$ cat config.mk
export PLATFORM = sky130hd
export DESIGN_NAME = uart_rx_status_flat
export DESIGN_NICKNAME = d
export VERILOG_FILES = /design/src/rtl/uart_rx_status_if.sv /design/src/rtl/uart_rx_status.sv /design/src/flat_wrapper.sv
export SDC_FILE = /design/constraint.sdc
export NUM_CORES = 1
export LEC_CHECK = 0
export ABC_AREA = 1
export ABC_CLOCK_PERIOD_IN_PS = 3500
export CAP_MARGIN = 15
export CORE_MARGIN = 2
export CORE_UTILIZATION = 38
export DETAILED_ROUTE_END_ITERATION = 16
export GPL_ROUTABILITY_DRIVEN = 0
export PLACE_DENSITY = 0.89
export SETUP_SLACK_MARGIN = 0.2
export SLEW_MARGIN = 20
export SYNTH_ARGS = -nofsm -noshare
export SYNTH_HDL_FRONTEND = slang
export SYNTH_SLANG_ARGS = --single-unit
export TNS_END_PERCENT = 30
$ cat constraint.sdc
create_clock -name PCLK -period 3.5 [get_ports PCLK]
set_input_delay 0.525 -clock PCLK [delete_from_list [all_inputs] [get_ports PCLK]]
set_output_delay 0.525 -clock PCLK [all_outputs]
set_load 0.01 [all_outputs]
$ cat src/rtl/uart_rx_status_if.sv
// Bus bundle between the UART RX engine/FIFO/host registers and the receive status stage.
interface uart_rx_status_if;
    logic        enable;
    logic [7:0]  LCR;
    logic [1:0]  FCR_trig;
    logic        fifo_clear;
    logic [10:0] rx_fifo_out;
    logic [4:0]  rx_fifo_count;
    logic        rx_fifo_empty;
    logic        rx_fifo_full;
    logic        push_rx_fifo;
    logic        rx_overrun;
    logic        parity_error;
    logic        framing_error;
    logic        break_error;
    logic        rbr_rd;
    logic        lsr_rd;
    logic        pop_rx_fifo;
    logic [7:0]  rbr;
    logic [7:0]  lsr;
    logic        rx_data_irq;
    logic        rx_line_irq;
    logic        rx_timeout_irq;

    modport master (
        output enable, LCR, FCR_trig, fifo_clear, rx_fifo_out, rx_fifo_count,
               rx_fifo_empty, rx_fifo_full, push_rx_fifo, rx_overrun,
               parity_error, framing_error, break_error, rbr_rd, lsr_rd,
        input  pop_rx_fifo, rbr, lsr, rx_data_irq, rx_line_irq, rx_timeout_irq
    );

    modport slave (
        input  enable, LCR, FCR_trig, fifo_clear, rx_fifo_out, rx_fifo_count,
               rx_fifo_empty, rx_fifo_full, push_rx_fifo, rx_overrun,
               parity_error, framing_error, break_error, rbr_rd, lsr_rd,
        output pop_rx_fifo, rbr, lsr, rx_data_irq, rx_line_irq, rx_timeout_irq
    );
endinterface

$ cat src/rtl/uart_rx_status.sv
// UART receive status stage: RBR pop/word masking, receive LSR bits and RX interrupt requests.
// Define UART_RX_TIMEOUT_EN to build the character-timeout counter; otherwise rx_timeout_irq is 0.
module uart_rx_status (
    input  logic            PCLK,
    input  logic            PRESET,
    uart_rx_status_if.slave bus
);
    localparam int unsigned FIFO_DEPTH = 16;
    localparam int unsigned CNT_W      = 5;
    localparam int unsigned TO_W       = 10;

    logic             pop_c;
    logic [7:0]       word_mask_c;
    logic             head_eval_c;
    logic             err_inc_c;
    logic             err_dec_c;
    logic [CNT_W-1:0] trig_c;
    logic [CNT_W-1:0] err_cnt;
    logic [CNT_W-1:0] err_cnt_nxt_c;
    logic             oe;
    logic             pe;
    logic             fe;
    logic             bi;
    logic             head_seen;
    logic             data_irq;
    logic             unused_lcr;

    assign pop_c       = bus.rbr_rd & ~bus.rx_fifo_empty;
    assign word_mask_c = 8'hFF >> (2'd3 - bus.LCR[1:0]);
    assign head_eval_c = ~bus.rx_fifo_empty & ~head_seen;
    assign err_inc_c   = bus.push_rx_fifo & ~bus.rx_fifo_full &
                         (bus.parity_error | bus.framing_error | bus.break_error);
    assign err_dec_c   = pop_c & (|bus.rx_fifo_out[10:8]);
    assign unused_lcr  = ^bus.LCR[7:4];

    // Trigger level decode for the received-data interrupt
    always_comb begin
        trig_c = CNT_W'(1);
        case (bus.FCR_trig)
            2'b00:   trig_c = CNT_W'(1);
            2'b01:   trig_c = CNT_W'(4);
            2'b10:   trig_c = CNT_W'(8);
            default: trig_c = CNT_W'(14);
        endcase
    end

    // Count of FIFO entries carrying an error; an inc/dec pair cancels
    always_comb begin
        err_cnt_nxt_c = err_cnt;
        if (bus.fifo_clear) begin
            err_cnt_nxt_c = '0;
        end else if (err_inc_c && !err_dec_c && (err_cnt != CNT_W'(FIFO_DEPTH))) begin
            err_cnt_nxt_c = err_cnt + CNT_W'(1);
        end else if (err_dec_c && !err_inc_c && (err_cnt != '0)) begin
            err_cnt_nxt_c = err_cnt - CNT_W'(1);
        end
    end

    // Sticky LSR bits: a set in the same cycle as an LSR read wins
    always_ff @(posedge PCLK) begin
        if (PRESET) begin
            oe        <= 1'b0;
            pe        <= 1'b0;
            fe        <= 1'b0;
            bi        <= 1'b0;
            head_seen <= 1'b0;
            err_cnt   <= '0;
            data_irq  <= 1'b0;
        end else begin
            oe        <= (oe & ~bus.lsr_rd) | (bus.push_rx_fifo & bus.rx_overrun);
            pe        <= (pe & ~bus.lsr_rd) | (head_eval_c & bus.rx_fifo_out[9]);
            fe        <= (fe & ~bus.lsr_rd) | (head_eval_c & bus.rx_fifo_out[8]);
            bi        <= (bi & ~bus.lsr_rd) | (head_eval_c & bus.rx_fifo_out[10]);
            head_seen <= (pop_c | bus.fifo_clear) ? 1'b0 : (head_seen | head_eval_c);
            err_cnt   <= err_cnt_nxt_c;
            data_irq  <= (bus.rx_fifo_count >= trig_c);
        end
    end

    assign bus.pop_rx_fifo = pop_c;
    assign bus.rbr         = bus.rx_fifo_empty ? 8'h00 : (bus.rx_fifo_out[7:0] & word_mask_c);
    assign bus.lsr         = {(err_cnt != '0), 2'b00, bi, fe, pe, oe, ~bus.rx_fifo_empty};
    assign bus.rx_data_irq = data_irq;
    assign bus.rx_line_irq = oe | pe | fe | bi;

`ifdef UART_RX_TIMEOUT_EN
    logic [TO_W-1:0] to_cnt;
    logic            to_irq;
    logic            to_rst_c;
    logic [3:0]      frame_bits_c;
    logic [TO_W-1:0] to_limit_c;

    // Four character times = 64 ticks per frame bit
    assign frame_bits_c = 4'd7 + 4'(bus.LCR[1:0]) + 4'(bus.LCR[3]) + 4'(bus.LCR[2]);
    assign to_limit_c   = {frame_bits_c, 6'd0};
    assign to_rst_c     = bus.rx_fifo_empty | bus.push_rx_fifo | pop_c | bus.fifo_clear;

    always_ff @(posedge PCLK) begin
        if (PRESET) begin
            to_cnt <= '0;
            to_irq <= 1'b0;
        end else begin
            if (to_rst_c) begin
                to_cnt <= '0;
            end else if (bus.enable && (to_cnt != '1)) begin
                to_cnt <= to_cnt + TO_W'(1);
            end
            if (pop_c || bus.fifo_clear || bus.rx_fifo_empty) begin
                to_irq <= 1'b0;
            end else if (to_cnt >= to_limit_c) begin
                to_irq <= 1'b1;
            end
        end
    end

    assign bus.rx_timeout_irq = to_irq;
`else
    logic unused_enable;
    assign unused_enable      = bus.enable;
    assign bus.rx_timeout_irq = 1'b0;
`endif
endmodule

$ cat src/flat_wrapper.sv
// flat-port wrapper written by rule: the top's interface ports become plain ports
module uart_rx_status_flat 
  (PCLK, PRESET, bus_enable, bus_LCR, bus_FCR_trig, bus_fifo_clear, bus_rx_fifo_out, bus_rx_fifo_count, bus_rx_fifo_empty, bus_rx_fifo_full, bus_push_rx_fifo, bus_rx_overrun, bus_parity_error, bus_framing_error, bus_break_error, bus_rbr_rd, bus_lsr_rd, bus_pop_rx_fifo, bus_rbr, bus_lsr, bus_rx_data_irq, bus_rx_line_irq, bus_rx_timeout_irq);
  uart_rx_status_if bus_i ();
  input  logic PCLK;
  input  logic PRESET;
  input wire logic [$bits(bus_i.enable)-1:0] bus_enable;
  input wire logic [$bits(bus_i.LCR)-1:0] bus_LCR;
  input wire logic [$bits(bus_i.FCR_trig)-1:0] bus_FCR_trig;
  input wire logic [$bits(bus_i.fifo_clear)-1:0] bus_fifo_clear;
  input wire logic [$bits(bus_i.rx_fifo_out)-1:0] bus_rx_fifo_out;
  input wire logic [$bits(bus_i.rx_fifo_count)-1:0] bus_rx_fifo_count;
  input wire logic [$bits(bus_i.rx_fifo_empty)-1:0] bus_rx_fifo_empty;
  input wire logic [$bits(bus_i.rx_fifo_full)-1:0] bus_rx_fifo_full;
  input wire logic [$bits(bus_i.push_rx_fifo)-1:0] bus_push_rx_fifo;
  input wire logic [$bits(bus_i.rx_overrun)-1:0] bus_rx_overrun;
  input wire logic [$bits(bus_i.parity_error)-1:0] bus_parity_error;
  input wire logic [$bits(bus_i.framing_error)-1:0] bus_framing_error;
  input wire logic [$bits(bus_i.break_error)-1:0] bus_break_error;
  input wire logic [$bits(bus_i.rbr_rd)-1:0] bus_rbr_rd;
  input wire logic [$bits(bus_i.lsr_rd)-1:0] bus_lsr_rd;
  output wire logic [$bits(bus_i.pop_rx_fifo)-1:0] bus_pop_rx_fifo;
  output wire logic [$bits(bus_i.rbr)-1:0] bus_rbr;
  output wire logic [$bits(bus_i.lsr)-1:0] bus_lsr;
  output wire logic [$bits(bus_i.rx_data_irq)-1:0] bus_rx_data_irq;
  output wire logic [$bits(bus_i.rx_line_irq)-1:0] bus_rx_line_irq;
  output wire logic [$bits(bus_i.rx_timeout_irq)-1:0] bus_rx_timeout_irq;
  assign bus_i.enable = bus_enable;
  assign bus_i.LCR = bus_LCR;
  assign bus_i.FCR_trig = bus_FCR_trig;
  assign bus_i.fifo_clear = bus_fifo_clear;
  assign bus_i.rx_fifo_out = bus_rx_fifo_out;
  assign bus_i.rx_fifo_count = bus_rx_fifo_count;
  assign bus_i.rx_fifo_empty = bus_rx_fifo_empty;
  assign bus_i.rx_fifo_full = bus_rx_fifo_full;
  assign bus_i.push_rx_fifo = bus_push_rx_fifo;
  assign bus_i.rx_overrun = bus_rx_overrun;
  assign bus_i.parity_error = bus_parity_error;
  assign bus_i.framing_error = bus_framing_error;
  assign bus_i.break_error = bus_break_error;
  assign bus_i.rbr_rd = bus_rbr_rd;
  assign bus_i.lsr_rd = bus_lsr_rd;
  assign bus_pop_rx_fifo = bus_i.pop_rx_fifo;
  assign bus_rbr = bus_i.rbr;
  assign bus_lsr = bus_i.lsr;
  assign bus_rx_data_irq = bus_i.rx_data_irq;
  assign bus_rx_line_irq = bus_i.rx_line_irq;
  assign bus_rx_timeout_irq = bus_i.rx_timeout_irq;
  uart_rx_status u_core (.PCLK(PCLK), .PRESET(PRESET), .bus(bus_i));
endmodule
; ---- Word-level counts from Yosys, hierarchy flattened
; Index checks and enable logic that the tools add are counted.
[word_totals]
inputBits = 39
wordCells = 60
output_inout_bits = 20
reg_bits = 11
[classes]
shifts = 1
n_reduce_logical = 12
n_eq_ne = 3
n_addsub = 3
n_lt_le_gt_ge = 1
bitwise_logic = 29
mux = 4
[ops]
columns = operator, count
row1 = bitwise AND 1 bit, 13
row2 = case mux 4 bit (3 select lines), 1
row3 = bitwise OR 1 bit, 11
row4 = 2-to-1 mux 5 bit, 2
row5 = bitwise AND 8 bit, 1
row6 = 2-to-1 mux 8 bit, 1
row7 = >> shifter 8 x 2 -> 8 bit (first input constant), 1
row8 = adder 5 x 1 -> 5 bit (second input constant), 1
row9 = greater-or-equal comparator 5 x 4 -> 1 bit, 1
row10 = != test 5 bit (second input constant), 1
row11 = nonzero test 5 bit, 1
row12 = subtractor 5 x 1 -> 5 bit (second input constant), 1
row13 = logical AND 1 bit, 4
row14 = inverter 1 bit, 4
row15 = OR reduction 2 bit, 2
row16 = OR reduction 3 bit, 1
row17 = == test 2 x 1 -> 1 bit (second input constant), 1
row18 = == test 2 bit (second input constant), 1
row19 = logical NOT 1 bit, 2
row20 = logical NOT 2 bit, 1
row21 = nonzero test 2 bit, 1
row22 = subtractor 2 bit (first input constant), 1

; ---- Depth between registers and ports, before layout
; Gate-level depths: netlist of the first run.
[logic_depth]
word_depth = 8
depth_mapped = 16
mapped_depth_nobuf = 15

; ---- Worst setup path after synthesis of the first run
; No wires, ideal clock.
[synth_timing]
kind = input to register
start = input port bus_rx_fifo_empty
end = register u_core.err_cnt[4]
slack_ps = 1485
required_ps = 3387
t_arrival_ps = 1902
path_buffers = 1
setup_time_ps = 113
cell_stages = 15
path_cell_list = buf_6 -> inv_6 -> nand2_4 -> inv_4 -> nand2_4 -> nand3_4 -> fa_1 -> inv_1 -> nor2_1 -> nor2_1 -> nand4_1 -> nand3_2 -> nand2_1 -> nand2_1 -> nor2_1
[synth_via]
elab_chain_len = 7
word_cells_on_any_way = 10
[synth_rtl]
columns = item, line_no
row1 = from (decl), flat_wrapper.sv:13  ; input wire logic [$bits(bus_i.rx_fifo_empty)-1:0] bus_rx_fifo_empty;
row2 = inverter 1 bit *, --
row3 = via bus_lsr[0], flat_wrapper.sv:24  ; output wire logic [$bits(bus_i.lsr)-1:0] bus_lsr;
row4 = bitwise AND 1 bit *, uart_rx_status.sv:28  ; assign pop_c = bus.rbr_rd & ~bus.rx_fifo_empty;
row5 = via bus_pop_rx_fifo, flat_wrapper.sv:22  ; output wire logic [$bits(bus_i.pop_rx_fifo)-1:0] bus_pop_rx_fifo;
row6 = bitwise AND 1 bit *, uart_rx_status.sv:33  ; assign err_dec_c = pop_c & (|bus.rx_fifo_out[10:8]);
row7 = logical NOT 1 bit, uart_rx_status.sv:52  ; end else if (err_inc_c && !err_dec_c && (err_cnt != CNT_W'(FIFO_DEPTH))) begin
row8 = logical AND 1 bit (2 in series), uart_rx_status.sv:52
row9 = 2-to-1 mux 5 bit or nonzero test 2 bit (tied branches), --
row10 = to (signal assigned), uart_rx_status.sv:75  ; err_cnt <= err_cnt_nxt_c;
row11 = to (decl), uart_rx_status.sv:18  ; logic [CNT_W-1:0] err_cnt;
; The timed path passes the listed nets; every way through them passes the cells marked *.
; A chain may end at the register's enable or synchronous reset.

; ---- Worst setup path after layout of the first run
[layout_timing]
start = input port bus_rx_fifo_empty
end = register u_core.err_cnt[4]
[layout_via]
elab_chain_len = 7
word_cells_on_any_way = 10
[layout_rtl]
columns = item, line_no
row1 = inverter 1 bit *, uart_rx_status.sv:28
row2 = bitwise AND 1 bit *, uart_rx_status.sv:28
row3 = bitwise AND 1 bit *, uart_rx_status.sv:33
row4 = logical NOT 1 bit, uart_rx_status.sv:52
row5 = logical AND 1 bit (2 in series), uart_rx_status.sv:52
row6 = 2-to-1 mux 5 bit or nonzero test 2 bit (tied branches), --
; Every way passes the cells marked *; elsewhere a longest branch is shown, timed or not.

==> metrics.txt, run 1 <==
outcome=finished, final reports clean; Tot Pwr=0.362 mW; placeable core area=2210 um^2; Lkg Pwr=0.635 nW; Chip Height=52.4 um; fin. max-slew vios=0; Crit Path Class=input pin to flop; final wirelength=~2200 um; Pwr Density=263 nW/um^2; largest net degree at the start of global routing=11; crit end category=flop; vias in the first global route=between 900 and 1000; flops & latches, synth=11; Die ar.=2750 um^2; Ports=59; total track usage=18.7%; hold_sp=u_core.bi$_SDFF_PP0_; top cell type by total area after synthesis=dfxtp_1; Post CTS Setup Buffer Count=0; worst min path class=flop to flop; PostCTS Resize Cnt=0; endpoints failing setup=0; Max Fclk=0.394 GHz; Syn Area/Cell=6.96 um^2; die outline width=52.4 um; layout filler cell count=205; crit path launch type=input pin; first-pass GRT wire length=3660 um; Mapped Cells=~130; starting density of the core=40.3%; vias per std cell=4.55; Diodes inserted=0; post-route antenna net violation count=0; peak supply drop=0.205 mV; initial antenna violation count=0; Post-Syn Area=891 um^2; via count=920; Netlist cell types=22; clk buf depth=2; share of the synthesized area in the top cell type=24.7%; clk_skew=0.00331 ns; number of remaining DRC errors=0; clock slew at reported path FFs=0.07 ns; Clock Tree Root=clkbuf_4; worst path required time=3.67 ns; synthesis-to-layout area growth=54.5%; post-DP HPWL=1940 um; Critical Path AT=2.71 ns; Synth area leaders=dfxtp_1 (25%), ha_1 (9.8%), nor2_1 (9.7%), nand2_1 (9.3%), inv_1 (8.0%); Initial DRT Pass Iterations=4; Hold Buf Count CTS=0; Std-Cell Rows=17; setup TNS=0 ns; sequential fraction of the synthesis area=24.7%; crit share post-route=72.6%; final hold vios=0; DRT iter0 DRCs=4; DP Worst Slack=approximately 0.67 ns; Skew-Pair Late Insertion Delay=0.27 ns; CTS tree=built; CP startpoint=bus_rx_fifo_empty; Worst R2R Start=u_core.err_cnt[0]$_SDFFE_PP0P_; PnR worst setup slack=0.961 ns; Final Critical Period=~2.5 ns; H-Tree Depth=1; Port-buffer cells=48; fraction of layout cells with a size suffix above 1=roughly 7.5%; GR Overflow Total=0; wire per inst=11.0 um; RSZ-0062 raised after global routing=no; Yosys Warn Count=0; Final nets=222; most frequent cells in the layout=clkdlybuf4s50_1 (48), nor2_1 (23), nand2_1 (22); most common cell after layout, fill and taps aside=clkdlybuf4s50_1; max_cap viols=0; TritonCTS Buffers=3; # clock sinks=11; CP Max Fanout=10
-- layer usage --
metal | vias to the layer above | part of all wire [%] | global-route usage (%)
li1 | 481 | - | -
met1 | 400 | 35 | 16.0
met2 | 30 | 55 | 36.9
met3 | 9 | 6.9 | 6.86
met4 | 0 | 2.6 | 8.97
met5 | - | 0 | 0
-- where the power goes --
| part | leakage (nW) | switching [mW] | internal [mW] |
|---|---|---|---|
| Sequential | 0.0902 | 0.00471 | 0.132 |
| Clock | 0.0150 | 0.0422 | 0.0442 |
| Combinational | 0.530 | 0.0620 | 0.0769 |
| Total | 0.635 | 0.109 | 0.253 |
-- cell usage after synthesis (all sizes together) --
cell type  number
xnor2           2
fa              1
conb            1
buf             8
ha              7
inv            22
or4             1
nand2          25
o21ai           7
dfxtp          11
nor2           23
nand3           7
a21oi          12
nand4           1
-- state kept, by name (all words and copies together) (netlist names) --
| register | cells |
|---|---|
| u_core.err_cnt | 5 |
| u_core.bus.rx_data_irq | 1 |
| u_core.bi | 1 |
| u_core.pe | 1 |
| u_core.oe | 1 |
| u_core.head_seen | 1 |
| u_core.fe | 1 |
-- metrics by stage --
stage	cells	area, um^2	utilization (%)	hold slack, ns
finish	202	1380	62.2	0.473
floorplan	130	898	-	0.441
global placement	198	1350	61.0	0.462
global route	202	1380	62.2	0.498
CTS	202	1380	62.2	0.476
detailed placement	198	1350	61.0	0.465
-- critical path, cell delays in order --
cell and delay (ns):
clkdlybuf4s50_1 0.74, inv_6 0.06, nand2_4 0.07, inv_4 0.04, nand2_4 0.08, nand3_4 0.14
fa_1 0.44, inv_1 0.09, nor2_1 0.05, nor2_1 0.12, nand4_1 0.12, nand3_2 0.10
nand2_1 0.05, nand2_1 0.05, nor2_1 0.04
-- cell families after synthesis --
| family | after synthesis | synth area share (%) |
|---|---|---|
| AND/OR/NAND/NOR | 57 | 31.6 |
| buffers and inverters | 30 | 17.3 |
| AO/OA/AOI/OAI | 19 | 11.9 |
| flip-flops | 11 | 24.7 |
| adder cells (fa/ha/maj) | 8 | 12.1 |
| XOR/XNOR | 2 | 1.97 |
| other | 1 | 0.421 |
-- layout make-up --
class	count	area (um^2)	area share, %
sequential	11	220	16.0
tap	28	35.0	2.55
timing repair buffer	48	480	34.9
multi-input combinational	89	524	38.1
clock buffer	4	26.3	1.91
inverter	22	90.1	6.55
-- final timing paths --
path / slack (ns) / to / cells after the start
max: 0.96 / u_core.err_cnt[4]$_SDFFE_PP0P_ / 15
min: 0.47 / u_core.bi$_SDFF_PP0_ / 2
max reg2reg: 1.54 / u_core.err_cnt[4]$_SDFFE_PP0P_ / 12
min reg2reg: 0.47 / u_core.bi$_SDFF_PP0_ / 2
Note: power is estimated with default switching activity, not from simulation.
==> run 2, diff against run 1 <==
ABC_CLOCK_PERIOD_IN_PS = 2200   (was 3500)
CORE_UTILIZATION = 32   (was 38)
PLACE_DENSITY = 0.81   (was 0.89)
clock period = 2.2 ns   (was 3.5 ns; I/O delays follow)
==> run 2 against run 1 <==
Compared with the run above:
- sequential cell count is the same
- worst setup slack lost 0.67 ns
- non-clock buffer count grew 9
- critical path depth shrank 13
- first-iteration DRC count grew 100%
- critical path type is now flop to output pin
- largest power group unchanged
- highest routed layer unchanged
==> metrics.txt, run 2 (synthesis gave the netlist of run 1 again) <==
met3 Resource Use GR=5.76% (was 6.86%); endpoints failing setup=0 (unchanged); CP max-delay cell=or4_1 (was clkdlybuf4s50_1); Final nets=231 (was 222); final core occ=54.9% (was 62.2%); initial antenna violation count=0 (unchanged); via count=927 (was 920); Die ar.=3220 um^2 (was 2750 um^2); max_cap viols=0 (unchanged); first-pass GRT wire length=3530 um (was 3660 um); clk_skew=0.000360 ns (was 0.00331 ns); most common cell after layout, fill and taps aside=clkdlybuf4s50_1 (unchanged); Tot Pwr=0.587 mW (was 0.362 mW); starting density of the core=32.9% (was 40.3%); TritonCTS Buffers=3 (unchanged); Buf+Inv Stages, Crit Path=1 (was 4); post-route antenna net violation count=0 (unchanged); worst min path class=input pin to flop (was flop to flop); Worst path top cell family by delay=simple AND/OR/NAND/NOR gates (was buffers and inverters); wire per inst=9.31 um (was 11.0 um); synthesis-to-layout area growth=67.1% (was 54.5%); Pwr Density=394 nW/um^2 (was 263 nW/um^2); met1 Use GR=15.8% (was 16.0%); Lkg Pwr=0.761 nW (was 0.635 nW); Critical Path AT=1.58 ns (was 2.71 ns); Port-buffer cells=48 (unchanged); Chip Height=56.8 um (was 52.4 um); vias per std cell=4.33 (was 4.55); fin. max-slew vios=0 (unchanged); DP Worst Slack=-0.115 ns (was 0.675 ns); clock slew at reported path FFs=0.07 ns (about the same); Reg with most FFs=u_core.err_cnt (unchanged); setup TNS=0 ns (unchanged); gr busiest metal=met2 (unchanged); # clock sinks=11 (unchanged); most frequent cells in the layout=clkdlybuf4s50_1 (38), nand2_1 (21), nor2_1 (21) (was clkdlybuf4s50_1 (48), nor2_1 (23), nand2_1 (22)); Max Fclk=0.525 GHz; H-Tree Depth=1 (unchanged); largest net degree at the start of global routing=10 (was 11); Clock Tree Root=clkbuf_4 (unchanged); placeable core area=2710 um^2 (was 2210 um^2); crit path launch type=flop (was input pin); post-DP HPWL=1650 um (was 1940 um); GR Layer Usage met2=23.8% (was 36.9%); area post-placement=1410 um^2 (was 1350 um^2); Finished Layout Cells=214 (was 202); GR Overflow Total=0 (unchanged); outcome=finished, final reports clean (unchanged); final wirelength=1990 um (was 2230 um); PnR worst setup slack=0.294 ns (was 0.961 ns); crit end category=output pin (was flop); Initial DRT Pass Iterations=4 (unchanged); CP Max Fanout=3 (was 10); crit path cell chain=or4_1 > clkdlybuf4s50_1 (was clkdlybuf4s50_1 > inv_6 > nand2_4 > inv_4 > nand2_4 > nand3_4 > fa_1 > inv_1 > nor2_1 > nor2_1 > nand4_1 > nand3_2 > nand2_1 > nand2_1 > nor2_1); Diodes inserted=0 (unchanged); Hold Buf Count CTS=0 (unchanged); peak supply drop=0.256 mV (was 0.205 mV); max FFs per register=5 (unchanged); dpl cells=209 (was 198); slowest stage delay, CP=0.50 ns (was 0.74 ns); crit share post-route=86.6%; worst path required time=1.87 ns (was 3.67 ns); fraction of layout cells with a size suffix above 1=16.4% (was 7.47%); hold slack final=0.352 ns (was 0.473 ns); fin area=1490 um^2 (was 1380 um^2); DRT iter0 DRCs=8 (was 4); layout filler cell count=269 (was 205); clk buf depth=2 (unchanged); final hold vios=0 (unchanged); die outline width=56.8 um (was 52.4 um); Crit Path Class=flop to output pin (was input pin to flop); Ports=59 (unchanged); vias in the first global route=850 (was 922); CTS tree=built (unchanged); Skew-Pair Late Insertion Delay=0.27 ns (about the same); RSZ-0062 raised after global routing=no (unchanged); number of remaining DRC errors=0 (unchanged); Std-Cell Rows=19 (was 17); Final Critical Period=1.91 ns; total track usage=13.9% (was 18.7%)
-- run 2: changes by cell type in the layout (fill, tap and decap cells not counted), sizes merged --
cell | before | now
clkdlybuf4s50 | 48 | 38
buf | 0 | 9
dlymetal6s2s | 0 | 9
dlygate4sd2 | 0 | 1
-- run 2: power breakdown --
part	switching, mW	total (mW)	internal [mW]
registers	0.00768	0.217	0.209
logic	0.0991	0.233	0.134
clock network	0.0666	0.137	0.0702
total	0.173	0.587	0.413
-- run 2: final cells by class --
class	count	area, um^2	share of cell area [%]
timing repair buffer	57	569	38.2
tap	31	38.8	2.61
sequential	11	225	15.1
clock buffer	4	26.3	1.76
inverter	22	90.1	6.05
multi-input combinational	89	539	36.2
-- run 2: worst paths after layout --
check	from	to	slack (ns)	cells past startpoint
setup / recovery	u_core.oe$_SDFF_PP0_	bus_rx_line_irq	0.29	2
hold / removal	bus_rx_fifo_out[9]	u_core.pe$_SDFF_PP0_	0.35	3
setup reg to reg	u_core.err_cnt[2]$_SDFFE_PP0P_	u_core.err_cnt[4]$_SDFFE_PP0P_	0.43	13
hold reg to reg	u_core.err_cnt[0]$_SDFFE_PP0P_	u_core.err_cnt[0]$_SDFFE_PP0P_	0.47	1
-- run 2: worst reg2reg max path: cells and delay by family (launching register included) --
family / cells / cell delay [ns]
and+or+nand+nor: 10 / 0.86
buffers and inverters: 2 / 0.10
adders and majority gates: 1 / 0.39
DFF: 1 / 0.36
-- run 2: metal layers --
metal	wire length [um]	share of wire, %	vias to the layer above
li1	-	-	502
met1	825	41	396
met2	1000	50	25
met3	140	7.0	4
met4	23	1.2	0
met5	0	0	-
-- run 2: timing repair --
action / CTS / global route
buffers inserted: 0 / 1
endpoints found under the setup margin: 1 / 1
resized for setup: 2 / 18
pin swaps: 0 / 8
